### config.mk
export PLATFORM = sky130hd
export DESIGN_NAME = mips_exec_core
export DESIGN_NICKNAME = d
export VERILOG_FILES = /design/src/rtl/mips_pkg.sv /design/src/rtl/mips_exec_alu.sv /design/src/rtl/mips_exec_core.sv
export SDC_FILE = /design/constraint.sdc
export NUM_CORES = 1
export LEC_CHECK = 0
export CAP_MARGIN = 10
export CORE_ASPECT_RATIO = 0.7
export CORE_MARGIN = 1
export CORE_UTILIZATION = 35
export CTS_CLUSTER_SIZE = 28
export DETAILED_ROUTE_END_ITERATION = 7
export GPL_TIMING_DRIVEN = 1
export PLACE_DENSITY = 0.58
export SLEW_MARGIN = 15
export SYNTH_ARGS = -nofsm -noshare
export SYNTH_HDL_FRONTEND = slang
export SYNTH_HIERARCHICAL = 1
export SYNTH_SLANG_ARGS = --single-unit
### constraint.sdc
create_clock -name clk -period 12 [get_ports clk]
set_input_delay 2.4 -clock clk [delete_from_list [all_inputs] [get_ports clk]]
set_output_delay 2.4 -clock clk [all_outputs]
set_load 0.005 [all_outputs]
### src/rtl/mips_pkg.sv
// Shared encodings for the single-cycle MIPS execution core:
// opcodes, R-type functs, ALU control codes and the link register.
package mips_pkg;

    typedef enum logic [2:0] {
        ALU_AND = 3'b000,
        ALU_OR  = 3'b001,
        ALU_ADD = 3'b010,
        ALU_SUB = 3'b110,
        ALU_SLT = 3'b111
    } alu_op_e;

    localparam logic [5:0] OP_RTYPE = 6'b000000;
    localparam logic [5:0] OP_LW    = 6'b100011;
    localparam logic [5:0] OP_SW    = 6'b101011;
    localparam logic [5:0] OP_BEQ   = 6'b000100;
    localparam logic [5:0] OP_BNE   = 6'b000101;
    localparam logic [5:0] OP_ADDI  = 6'b001000;
    localparam logic [5:0] OP_ANDI  = 6'b001100;
    localparam logic [5:0] OP_J     = 6'b000010;
    localparam logic [5:0] OP_JAL   = 6'b000011;

    localparam logic [5:0] FN_ADD = 6'b100000;
    localparam logic [5:0] FN_SUB = 6'b100010;
    localparam logic [5:0] FN_AND = 6'b100100;
    localparam logic [5:0] FN_OR  = 6'b100101;
    localparam logic [5:0] FN_SLT = 6'b101010;
    localparam logic [5:0] FN_JR  = 6'b001000;

    localparam logic [4:0] REG_RA = 5'd31;

endpackage

### src/rtl/mips_exec_alu.sv
// 32-bit ALU: add, sub, and, or, signed slt; unassigned control
// codes yield zero.
module mips_exec_alu
    import mips_pkg::*;
(
    input  logic [31:0] a,
    input  logic [31:0] b,
    input  logic [2:0]  alu_ctl,
    output logic [31:0] result,
    output logic        zero
);

    always_comb begin
        result = 32'd0;
        case (alu_ctl)
            ALU_ADD: result = a + b;
            ALU_SUB: result = a - b;
            ALU_AND: result = a & b;
            ALU_OR:  result = a | b;
            ALU_SLT: result = {31'd0, $signed(a) < $signed(b)};
            default: result = 32'd0;
        endcase
    end

    assign zero = (result == 32'd0);

endmodule

### src/rtl/mips_exec_core.sv
// Single-cycle MIPS decode, ALU, next-PC logic and PC register.
// Define MIPS_EXEC_JR_EN to decode R-type jr.
module mips_exec_core
    import mips_pkg::*;
#(
    parameter logic [31:0] RESET_PC = 32'h0000_0000
) (
    input  logic        clk,
    input  logic        reset,
    input  logic [31:0] instr,
    input  logic [31:0] rs_data,
    input  logic [31:0] rt_data,
    input  logic [31:0] mem_rdata,
    output logic [31:0] pc,
    output logic [31:0] pc_new,
    output logic [4:0]  rs_addr,
    output logic [4:0]  rt_addr,
    output logic [4:0]  wr_addr,
    output logic        reg_we,
    output logic [31:0] wr_data,
    output logic [31:0] mem_addr,
    output logic [31:0] mem_wdata,
    output logic        mem_we
);

    logic [31:0] pc_q;
    logic [31:0] pc_d;

    logic [5:0]  op;
    logic [5:0]  funct;
    logic [31:0] simm;
    logic [31:0] pc4;
    logic [31:0] pc8;
    logic [31:0] br_target;
    logic [31:0] j_target;
    logic [31:0] alu_b;
    logic [31:0] alu_result;
    logic        alu_zero;

    logic        alu_src;
    alu_op_e     alu_ctl;
    logic        is_beq;
    logic        is_bne;
    logic        is_jump;
    logic        is_jal;
    logic        is_lw;
    logic        is_jr;

    assign op      = instr[31:26];
    assign funct   = instr[5:0];
    assign rs_addr = instr[25:21];
    assign rt_addr = instr[20:16];
    assign simm    = {{16{instr[15]}}, instr[15:0]};

    assign pc4       = pc_q + 32'd4;
    assign pc8       = pc_q + 32'd8;
    assign br_target = pc4 + {simm[29:0], 2'b00};
    assign j_target  = {4'b0000, instr[25:0], 2'b00};

    always_comb begin
        reg_we  = 1'b0;
        mem_we  = 1'b0;
        wr_addr = instr[20:16];
        alu_src = 1'b0;
        alu_ctl = ALU_ADD;
        is_beq  = 1'b0;
        is_bne  = 1'b0;
        is_jump = 1'b0;
        is_jal  = 1'b0;
        is_lw   = 1'b0;
        is_jr   = 1'b0;
        case (op)
            OP_RTYPE: begin
                wr_addr = instr[15:11];
                reg_we  = 1'b1;
                case (funct)
                    FN_ADD: alu_ctl = ALU_ADD;
                    FN_SUB: alu_ctl = ALU_SUB;
                    FN_AND: alu_ctl = ALU_AND;
                    FN_OR:  alu_ctl = ALU_OR;
                    FN_SLT: alu_ctl = ALU_SLT;
`ifdef MIPS_EXEC_JR_EN
                    FN_JR: begin
                        reg_we = 1'b0;
                        is_jr  = 1'b1;
                    end
`endif
                    default: reg_we = 1'b0;
                endcase
            end
            OP_LW: begin
                reg_we  = 1'b1;
                alu_src = 1'b1;
                is_lw   = 1'b1;
            end
            OP_SW: begin
                mem_we  = 1'b1;
                alu_src = 1'b1;
            end
            OP_BEQ: begin
                alu_ctl = ALU_SUB;
                is_beq  = 1'b1;
            end
            OP_BNE: begin
                alu_ctl = ALU_SUB;
                is_bne  = 1'b1;
            end
            OP_ADDI: begin
                reg_we  = 1'b1;
                alu_src = 1'b1;
            end
            OP_ANDI: begin
                reg_we  = 1'b1;
                alu_src = 1'b1;
                alu_ctl = ALU_AND;
            end
            OP_J: is_jump = 1'b1;
            OP_JAL: begin
                is_jump = 1'b1;
                is_jal  = 1'b1;
                reg_we  = 1'b1;
                wr_addr = REG_RA;
            end
            default: ;
        endcase
    end

    assign alu_b = alu_src ? simm : rt_data;

    mips_exec_alu u_alu (
        .a       (rs_data),
        .b       (alu_b),
        .alu_ctl (alu_ctl),
        .result  (alu_result),
        .zero    (alu_zero)
    );

    always_comb begin
        pc_d = pc4;
        if (is_jump)
            pc_d = j_target;
        else if (is_jr)
            pc_d = rs_data;
        else if ((is_beq && alu_zero) || (is_bne && !alu_zero))
            pc_d = br_target;
    end

    always_comb begin
        wr_data = alu_result;
        if (is_jal)
            wr_data = pc8;
        else if (is_lw)
            wr_data = mem_rdata;
    end

    always_ff @(posedge clk or posedge reset) begin
        if (reset)
            pc_q <= RESET_PC;
        else
            pc_q <= pc_d;
    end

    assign pc        = pc_q;
    assign pc_new    = pc_d;
    assign mem_addr  = alu_result;
    assign mem_wdata = rt_data;

endmodule

### Word level (Yosys, flattened, before mapping)

Index checks and enable logic that the tools add are counted.

| word-level totals | value |
|---|---|
| word-level logic and storage cells | 56 |
| output and inout port bits | 177 |
| input bits | 130 |
| register bits after elaboration | 32 |

| operators by class | value |
|---|---|
| reduce and logical (&&, ||, !) cells | 12 |
| muxes and demuxes | 18 |
| add/sub/neg operators | 5 |
| bitwise logic cells | 2 |
| equality and inequality tests | 17 |
| order comparisons | 1 |

Operators by type and width:

| kind | count |
|---|---|
| two-way mux 32 bit | 5 |
| case mux 32 bit (5 select lines) | 1 |
| adder 32 bit | 2 |
| == test 6 bit, second input constant | 7 |
| adder 32 x 3 -> 32 bit, second input constant | 1 |
| adder 32 x 4 -> 32 bit, second input constant | 1 |
| bitwise AND 32 bit | 1 |
| zero test 32 bit | 1 |
| < comparator 32 bit | 1 |
| bitwise OR 32 bit | 1 |
| subtractor 32 bit | 1 |
| == test 6 x 2 -> 1 bit, second input constant | 2 |
| == test 6 x 3 -> 1 bit, second input constant | 2 |
| == test 6 x 4 -> 1 bit, second input constant | 2 |
| case mux 3 bit (4 select lines) | 1 |
| case mux 5 bit (2 select lines) | 1 |
| case mux 3 bit (3 select lines) | 1 |
| two-way mux 1 bit | 8 |
| OR reduction 4 bit | 2 |
| == test 3 bit, second input constant | 2 |
| zero test 6 bit | 1 |
| OR reduction 5 bit | 1 |
| OR reduction 2 bit | 2 |
| == test 3 x 1 -> 1 bit, second input constant | 1 |
| 6 further kinds | 7 |

### Logic depth before layout (Yosys ltp)

| logic depth | value |
|---|---|
| depth in word-level cells | 12 |
| mapped depth | 29 |

### Cells and area by module

The synthesis kept the hierarchy.

Modules (own cells, without submodules):

| module | cells an instance | area each (µm²) | seq. area each (µm²) | instances |
|---|---|---|---|---|
| mips_exec_alu | 840 | 5524.0 | 0.0 | 1 |
| mips_exec_core | 791 | 5426.5 | 800.8 | 1 |

### Worst setup path before layout

No wires, ideal clock.

| timing | value |
|---|---|
| path kind | input to output |
| start point | input port instr[26] |
| end point | output port pc_new[4] |
| arrival time | 7.804 ns |
| stages on the path | 22 |
| required time | 9.600 ns |
| path slack | 1.796 ns |
| cells stage by stage | clkbuf_1 nor4_1 nand4b_1 o41ai_1 buf_4 inv_1 o311ai_1 mux2i_1 a211o_1 or4_1 or4_1 nor4_1 nand4b_1 nor4_2 nand4b_1 a221oi_2 xor2_1 nor2b_1 clkbuf_1 clkbuf_1 o21ai_0 a21oi_1 |

RTL lines:

| item | line | text |
|---|---|---|
| start, declared | mips_exec_core.sv:10 | `input logic [31:0] instr,` |
| == test 6 x 3 -> 1 bit | mips_exec_core.sv:72 | `case (op)` |
| OR reduction 2 bit (no source line) | n/a |  |
| case mux 3 bit (3 select lines) * | mips_exec_core.sv:72 |  |
| named net alu_ctl[2] | mips_exec_core.sv:41 | `alu_op_e alu_ctl;` |
| == test 3 bit, or another cell as far along | mips_exec_alu.sv:15 | `case (alu_ctl)` |
| case mux 32 bit (5 select lines) * | mips_exec_alu.sv:15 |  |
| named net mem_addr[3] | mips_exec_core.sv:21 | `output logic [31:0] mem_addr,` |
| zero test 32 bit * | mips_exec_alu.sv:25 | `assign zero = (result == 32'd0);` |
| named net alu_zero | mips_exec_core.sv:38 | `logic alu_zero;` |
| zero test 1 bit | mips_exec_core.sv:144 | `else if ((is_beq && alu_zero) \|\| (is_bne && !alu_zero))` |
| logical AND 1 bit | mips_exec_core.sv:144 |  |
| logical OR 1 bit * | mips_exec_core.sv:144 |  |
| two-way mux 32 bit * | mips_exec_core.sv:144 |  |
| two-way mux 32 bit * | mips_exec_core.sv:140 | `if (is_jump)` |
| end, declared | mips_exec_core.sv:15 | `output logic [31:0] pc_new,` |

The timed path passes the listed nets; every way through them passes the cells marked *.

### Worst setup path after layout

| timing | value |
|---|---|
| start point | input port instr[31] |
| end point | output port pc_new[31] |

| between the ends | value |
|---|---|
| word-level cells in the longest chain between the ends | 12 |

Ends and longest elaborated chain:

| item | line | text |
|---|---|---|
| == test 6 bit / == test 6 x 4 -> 1 bit (equally long branches) | mips_exec_core.sv:72 |  |
| OR reduction 4 bit (no source line) * | n/a |  |
| two-way mux 1 bit * | mips_exec_core.sv:72 |  |
| two-way mux 32 bit * | mips_exec_core.sv:128 | `assign alu_b = alu_src ? simm : rt_data;` |
| named net alu_b[17] | mips_exec_core.sv:36 | `logic [31:0] alu_b;` |
| subtractor 32 bit, or another cell as far along | mips_exec_alu.sv:17 | `ALU_SUB: result = a - b;` |
| case mux 32 bit (5 select lines) * | mips_exec_alu.sv:15 |  |
| zero test 32 bit * | mips_exec_alu.sv:25 |  |
| named net alu_zero | mips_exec_core.sv:38 |  |
| zero test 1 bit | mips_exec_core.sv:144 |  |
| logical AND 1 bit | mips_exec_core.sv:144 |  |
| logical OR 1 bit * | mips_exec_core.sv:144 |  |
| two-way mux 32 bit * | mips_exec_core.sv:144 |  |
| two-way mux 32 bit * | mips_exec_core.sv:140 |  |

Marked as above.

==> summary.txt <==
Drt
  – DR vias: 13.4k
  – Top sig layer: met4
  – Drt via density: 5.79
  – Initial DRC Count: 1,306
  – Drt drc: 0
  – Metal-1 WL: 25.3 mm
  – Met2 WL: 22.6 mm
  – Final wirelength: 53.2 mm
  – TritonRoute pass-1 iters: 6
  – Avg WL per Cell: 23.0 um
  – Antenna Nets Post-Route: 0
  – Met3 WL post-DR: 4.43 mm

Global routing
  – GR Overflow Total: 0
  – Pin count of the biggest net entering global routing: 71
  – GRT Util Overall: 0.325
  – First-pass GRT wire length: 78.3 mm
  – Vias in the first global route: 12.6k
  – Initial antenna violation count: 2

Timing
  – Final hold vios: 0
  – Fin Hold WS: 0.544 ns
  – Slew Limit Fails: 0
  – Setup Skew: 0.00432 ns
  – Tmin final: 11.78 ns
  – Final WS setup: 0.218 ns
  – Final worst-path cycle share: 0.982
  – Fmax: 84.9 MHz
  – Actual slew at the worst max-slew pin: 0.880 ns
  – Max_slew headroom: 0.413
  – Setup violations, final: 0
  – Sum of negative setup slack: 0 ns

Logic synthesis
  – Post-Syn Nets: 1,910
  – Syn Inst Count: 1,631
  – Synth top area cells: ha_1 17%, a21oi_1 7.5%, dfrtp_1 7.3%, nand2_1 6.8%, xnor2_1 5.9%
  – Cell taking the most area after synthesis: ha_1
  – Synth Register Bits: 32
  – Area share of the leading cell type in the synthesized netlist: 0.167
  – Ys Warns: 6
  – Ys flop type: dfrtp_1
  – Mapped cell area: 0.0110 sq mm
  – Post-Syn Area per Cell: 6.71 sq um
  – Part of the Yosys area used for sequential elements: 0.0731
  – Number of synthesized flops with an enable pin: 0
  – Synth cell count leaders: 199 x nand2_1, 165 x a21oi_1, 152 x nor2_1
  – Unique masters post-synth: 87
  – Most common cell in the netlist: nand2_1
  – Ys async rst share: 1.00

Worst setup path
  – Startpoint types: primary input
  – Critical Path RT: 9.60 ns
  – R2r startpoint: pc[2]
  – Setup crit end kind: primary output
  – CP peak stage delay: 0.57 ns
  – Reg-to-reg slack, setup: 6.95 ns
  – Slowest cell on crit path: clkdlybuf4s50_1
  – Arr. time, crit path: 9.38 ns
  – Worst r2r dst: pc[31]
  – R2R depth: 17
  – WS Path Type: primary input to primary output
  – Worst-path fanout max: 17

Hold path
  – Hold Startpoint: pc[0]
  – Worst Hold Path EP: pc[0]
  – HP Class: register to register
  – Number of cells on the worst hold path: 1

Clock network
  – Worst-path clk slew: 0.06 ns
  – Max clock buf depth: 2
  – Total CTS buffers: 5
  – H-tree levels: 2
  – Post-cts hold buffer count: 0
  – Skew-Pair Late Insertion Delay: 0.29 ns
  – TritonCTS clock tree: yes
  – Root Driver: clkbuf_16
  – Sink Count: 32

Final layout
  – Largest register FFs: 32
  – Area delta synth->final: 35.6%
  – Nets: 2,176
  – Share of layout cells above drive strength 1: 0.0759
  – Multi-input gate area: 0.00911 sq mm
  – Fin cells: 2,312
  – # fillers: 3,196
  – Sequential Area: 801 sq um

Placed design
  – GPL Wtd Cong: 0.947
  – Setup WS pre-CTS: -0.0897 ns
  – Port bufs: 306
  – Dpl hpwl: 43.8 mm
  – Dpl cells: 2,295

Floorplan
  – Effective utilization at floorplan: 0.361
  – DIE HEIGHT: 150 um
  – Num ports: 307
  – Core footprint: 0.0304 sq mm
  – Die area: 0.0320 sq mm
  – Die W: 213 um
  – # rows: 53

Power
  – PD cells: 127 mW/mm^2
  – Pleak: 6.34 nW
  – VDD IR max: 0.0797 mV

Status
  – Status: finished clean

Flow run
  – Max cap viols: 0
[cell type report]
cell class,instances,share of cell area
flip-flops and latches,32,0.0539
well taps,412,0.0347
clock buffers,7,0.0103
diodes,2,0.000337
multi-input cells,1347,0.614
clock inverters,1,0.00202
repair buffers,394,0.255
inverters,117,0.0298
[per-layer routing]
metal	track usage	vias to the layer above
met5	0	-
met2	0.491	625
met3	0.0653	43
li1	-	6323
met4	0.0568	0
met1	0.473	6384
[through the flow]
stage	util	cell area (sq um)	power [mW]
final	0.489	14800	1.89
after global routing	0.489	14800	2.02
after CTS	0.483	14700	1.86
after detailed placement	0.477	14500	1.68
after global placement	0.477	14500	1.69
after floorplan	-	11000	1.03
[cell usage in the layout (no fill, tap or decap), types with 27 or more instances in the layout]
| master | netlist | final |
|---|---|---|
| dfrtp_1 | 32 | 32 |
| buf_4 | 44 | 83 |
| xnor2_1 | 74 | 74 |
| a21o_1 | 29 | 29 |
| nand2_1 | 199 | 198 |
| ha_1 | 146 | 145 |
| nor2_1 | 152 | 150 |
| o21ai_0 | 82 | 80 |
| nand3_1 | 67 | 65 |
| mux2i_1 | 41 | 41 |
| clkdlybuf4s50_1 | 0 | 304 |
| a21oi_1 | 165 | 164 |
| nor3_1 | 29 | 29 |
| nand4_1 | 27 | 27 |
| inv_1 | 117 | 116 |
[cells by family after synthesis]
logic type | synth area share
AOI/OAI and AO/OA | 0.282
and+or+nand+nor | 0.249
adders and majority gates | 0.172
DFF | 0.0731
xor gates and xnor gates | 0.0799
muxes | 0.0395
buffers and inverters | 0.104
[where the power goes]
part           switching (mW)  internal, mW  total (mW)
Combinational           0.759         0.712        1.47
Clock                  0.0579         0.110       0.168
Sequential             0.0999         0.147       0.247
Total                   0.917         0.969        1.89
[how the worst max path moves through the flow]
stage	to	from	slack, ns
global route	pc_new[5]	instr[31]	-0.02
global placement	pc_new[31]	instr[27]	-0.24
detailed placement	pc_new[31]	instr[27]	-0.09
CTS	pc_new[31]	instr[26]	0.06
finish	pc_new[31]	instr[31]	0.22
floorplan	pc_new[4]	instr[26]	1.80
[repair_timing]
item	4_1_cts	5_1_grt
endpoints found under the setup margin	5	30
cloned	0	0
resized for setup	1	22
buffers inserted	0	7
pin swaps	0	4
[worst max-delay path, delay by kind of cell]
kind	cells	cell delay, ns
AOI/OAI and AO/OA	8	2.33
buffers and inverters	8	2.21
and+or+nand+nor	11	1.97
adders and majority gates	1	0.24
xor gates and xnor gates	1	0.21
Power figures use the tool's default switching activity.
==> RTL change 1 (same settings) <==
The option `MIPS_EXEC_JR_EN` is turned on by a define.
--- a/src/rtl/mips_exec_core.sv
+++ b/src/rtl/mips_exec_core.sv
@@ -1,5 +1,7 @@
 // Single-cycle MIPS decode, ALU, next-PC logic and PC register.
 // Define MIPS_EXEC_JR_EN to decode R-type jr.
+`define MIPS_EXEC_JR_EN
+
 module mips_exec_core
     import mips_pkg::*;
 #(
Formal check against the unedited RTL: not equivalent (a bounded check fails within 4 cycles, from zero or initial values and one cycle with reset high).
==> RTL change 1 against the original RTL <==
  * The run now ends with DRC left
  * Routed wire length increased by 17%
  * Total power grew 6.7%
  * Synthesized area up 5.9%
  * Sequential cell count stayed put
  * Final area grew 14%
  * Worst setup slack gained 0.12 ns
  * Via count increased by 13%
  * Synthesized cell count is 4.6% higher
  * Hold slack improved by 0.039 ns
  * Register-to-register slack gained 0.25 ns
==> RTL change 1: results (changes against the original RTL) <==
Xor-xnor portion of the synthesized cell area - 0.0700 (-0.00986)
Max-slew headroom - 0.382 (-0.0315)
Design area - 17000 µm² (+14%)
Status - finished, violations left
PortBufs - 306 (unchanged)
Setup Fix Bufs, Post-CTS - 4 (+4)
Met1 Use GR - 0.506 (+0.0323)
P_leak - 7.46 nW (+18%)
Cell Int Power - 0.00101 W (+4.7%)
Adder-Cell Fraction of Synth Area - 0.163 (-0.00965)
Layout cells sized above 1 - 0.178 (+0.102)
GR Util met3 - 0.0492 (-0.0161)
Total track usage - 0.357 (+0.0318)
Initial DRC count - 1788 (+37%)
Failing checks - DRC
# DRC - 59 (+59)
Switch share - 0.496 (+0.00960)
Most frequent cells after synthesis - nand2_1 (215), nor2_1 (151), a21oi_1 (147), ha_1 (146), inv_1 (109)
Sequential share of the synthesized area - 0.0690 (-0.00409)
Global-route met2 utilization - 0.575 (+0.0838)
Filler cells - 3274 (+2.4%)
Post_cts resized - 16 (+15)
Clk_lat worst skew - 0.30 ns
Area fraction in compound gates after synthesis - 0.294 (+0.0119)
Clock-net power - 0.000128 W (-24%)
Final std cells w/o fill - 2602 (+13%)
Post-DP HPWL - 51600 µm (+18%)
Arr. time, crit path - 9.27 ns (-0.11 ns)
Initial antenna violation count - 0 (-2)
Netlist cell types - 95 (+9.2%)
DR WL/cell - 23.9 µm (+3.7%)
Ant diodes - 0 (-2)
Largest net degree at the start of global routing - 42 (-41%)
Place WS - -0.351 ns (-0.261 ns)
Maximum vdd drop - 0.0673 mV (-16%)
Placement Cell Area - 16600 µm² (+15%)
Max reg flops - 32 (unchanged)
Synth area leaders - ha_1 (16%), nand2_1 (7.0%), dfrtp_1 (6.9%)
Via Count - 15100 (+13%)
Vias in the first global route - 14300 (+13%)
Placer Congestion - 0.981 (+3.7%)
First-pass GRT wire length - 91200 µm (+16%)
Worst r2r src - pc[4]
Mapped Cells - 1706 (+4.6%)
CTS Buffer Depth - 2 (unchanged)
Crit-path max FO - 12 (-5)
CP max-delay cell - or4b_4
Syn nets - 1985 (+3.9%)
## RTL change 1: routing by layer
metal  vias up  share of wire
li1       7076              -
met1      7164           0.46
met2       765           0.44
met3        49          0.078
met4         0          0.018
met5         -              0
## RTL change 1: logic make-up after synthesis
group,after synthesis
simple gates,616
xor+xnor,91
buf+inv,256
compound gates,516
flops,32
mux,46
fa+ha+maj,149
## RTL change 1: final timing paths
| check | end | slack [ns] | cells past startpoint |
|---|---|---|---|
| worst min-delay path | pc[0] | 0.58 | 2 |
| worst max-delay path | pc_new[25] | 0.33 | 31 |
| worst max register to register | pc[28] | 7.20 | 14 |
| max in group asynchronous | pc[27] | 9.11 | 3 |
| worst min register to register | pc[0] | 0.58 | 2 |
| min in group asynchronous | pc[7] | 2.53 | 3 |
## RTL change 1: final cells by class
type	instances	area share
multi-input cells	1418	0.573
repair buffers	608	0.316
flip-flops and latches	32	0.0472
well taps	427	0.0315
inverters	110	0.0243
clock buffers	6	0.00760
clock inverters	1	0.000295
==> RTL change 2 (same flow settings) <==
Without the edit above. Remove the case item `ALU_SUB` of the case on `alu_ctl`.
--- a/src/rtl/mips_exec_alu.sv
+++ b/src/rtl/mips_exec_alu.sv
@@ -14,7 +14,6 @@
         result = 32'd0;
         case (alu_ctl)
             ALU_ADD: result = a + b;
-            ALU_SUB: result = a - b;
             ALU_AND: result = a & b;
             ALU_OR:  result = a | b;
             ALU_SLT: result = {31'd0, $signed(a) < $signed(b)};
Behaviour: not the same (Yosys sat finds a counterexample within 4 cycles, from zero or initial values and one cycle with reset high).
==> RTL change 2 against the original RTL <==
  * Sequential share of layout area grew 0.73 points
  * Total power down 2.7%
  * Worst setup slack better by 0.13 ns
  * Sequential cell count unchanged
  * Routed wire length down 18%
  * Synthesized cell count decreased by 14%
  * Synthesized area decreased by 12%
  * Hold slack improved by 0.0098 ns
  * Die area is 12% lower
  * Via count shrank 16%
  * Final area decreased by 12%
  * Largest cell class unchanged
  * Highest routed layer is now met5
==> RTL change 2: results (changes against the original RTL) <==
Max-slew headroom - 0.350 (-0.0633)
CP max-delay cell - or4_1
Vias per Instance - 5.60 (-3.3%)
WHS Path Cells - 1 (unchanged)
Most frequent cells after synthesis - nand2_1 (203), ha_1 (133), nor2_1 (123), a21oi_1 (122), inv_1 (92)
Total track usage - 0.300 (-0.0249)
Nets - 1899 (-13%)
Met1 Use GR - 0.439 (-0.0345)
GRT busiest layer - met2
P_sw - 0.000909 W (-0.94%)
Clock tree root driver cell - clkbuf_16
Layout cells sized above 1 - 0.0606 (-0.0153)
Setup Skew - 0.00430 ns (-0.0000192 ns)
Status - finished clean
Crit-path max FO - 27 (+10)
Largest net degree at the start of global routing - 41 (-42%)
PortBufs - 306 (unchanged)
Clk slew on worst S/H paths - 0.07 ns
P_leak - 5.62 nW (-11%)
First-pass GRT wire length - 65400 µm (-17%)
Maximum vdd drop - 0.116 mV (+46%)
Post-DP HPWL - 36300 µm (-17%)
Hold EP - pc[1]
Netlist cell types - 92 (+5.7%)
H-tree lvl count - 2 (unchanged)
Worst r2r src - pc[3]
Clk_lat worst skew - 0.30 ns
FF-to-FF path depth - 14 (-3)
Synth area leaders - ha_1 (17%), dfrtp_1 (8.3%), nand2_1 (7.9%)
Syn nets - 1666 (-13%)
GR Util met3 - 0.0670 (+0.00177)
Crit path largest cell delay - 0.55 ns (-0.02 ns)
Arr. time, crit path - 9.26 ns (-0.12 ns)
Crit path max-delay family - simple AND/OR/NAND/NOR gates
Hold path start - pc[1]
Drt pass-1 iters - 6 (unchanged)
Placement Cell Area - 12800 µm² (-12%)
Final Routed Wirelength - 43700 µm (-18%)
Cts hold-fix bufs - 0 (unchanged)
Initial antenna violation count - 3 (+1)
Placer Congestion - 0.954 (+0.83%)
Async set-or-reset flop fraction in the synthesized netlist - 1.00 (unchanged)
Synth warn - 6 (unchanged)
Vias in the first global route - 10600 (-16%)
Worst hold path type - flip-flop to flip-flop
Reg-to-reg endpoint - pc[31]
Worst R2R Setup Slack - 7.57 ns (+0.62 ns)
Prevailing post-synth register cell - dfrtp_1
Initial DRC count - 967 (-26%)
Global-route met2 utilization - 0.445 (-0.0457)
Sequential share of the synthesized area - 0.0829 (+0.00981)
RTL change 2: changes by cell type in the layout (fill, tap and decap cells not counted), moves of 8 or more:
| cell | delta |
|---|---|
| xor2_1 | +14 |
| a211o_1 | -9 |
| nand3_1 | -36 |
| o211ai_1 | -15 |
| nor2_1 | -28 |
| a211oi_1 | -9 |
| and2_1 | +8 |
| a21oi_1 | -43 |
| inv_1 | -25 |
| ha_1 | -12 |
| o22ai_1 | +14 |
| xnor2_1 | -14 |
| nor3_1 | -9 |
| buf_4 | -47 |
RTL change 2: kinds of logic (layout without fill, tap and decap cells):
family                     Yosys count  after routing  share of synthesized area
muxes                               47             47                     0.0494
and+or+nand+nor                    504            504                      0.253
other                                0              3                          0
adders and majority gates          135            135                      0.176
xor gates and xnor gates            99             99                     0.0906
AOI/OAI and AO/OA                  373            373                      0.242
DFF                                 32             32                     0.0829
buffers and inverters              211            445                      0.105
RTL change 2: layout make-up:
cell class | instances | area, µm²
multi-input cells | 1158 | 7910
flip-flops and latches | 32 | 801
repair buffers | 344 | 3360
well taps | 364 | 455
inverters | 93 | 349
clock inverters | 1 | 30.0
clock buffers | 7 | 153
fillers | 2733 | 13800
diodes | 3 | 7.51
RTL change 2: timing repair:
action / 4_1_cts / 5_1_grt
endpoints found under the setup margin: 0 / 28
buffers inserted: 0 / 0
gates resized for setup: 0 / 10
RTL change 2: per-layer routing:
layer,wire [µm],up-vias
li1,-,5361
met1,21200,5275
met2,17900,521
met3,3800,45
met4,768,2
met5,13,-
RTL change 2: power by group through the flow:
stage	clock network, W	registers (W)	logic (W)
after floorplan	0	0.000210	0.000807
after global placement	0	0.000253	0.00139
after detailed placement	0	0.000251	0.00139
final	0.000172	0.000250	0.00141
after CTS	0.000171	0.000250	0.00140
after global routing	0.000175	0.000256	0.00153
RTL change 2: worst max path at each step:
stage	start	end
3_3_place_gp	instr[26]	pc_new[24]
4_1_cts	instr[26]	pc_new[24]
3_5_place_dp	instr[26]	pc_new[24]
6_report	instr[26]	pc_new[24]
5_1_grt	instr[26]	pc_new[9]
2_1_floorplan	instr[28]	pc_new[29]
RTL change 2: metrics by stage:
| step | setup WS [ns] | power [W] | hold WS (ns) | cells |
|---|---|---|---|---|
| after CTS | 0.315 | 0.00182 | 0.555 | 1999 |
| after global placement | 0.368 | 0.00164 | 0.530 | 1991 |
| after global routing | 0.0246 | 0.00196 | 0.576 | 2001 |
| after floorplan | 1.95 | 0.00102 | 0.546 | 1401 |
| final | 0.344 | 0.00184 | 0.553 | 2002 |
| after detailed placement | 0.333 | 0.00164 | 0.526 | 1991 |
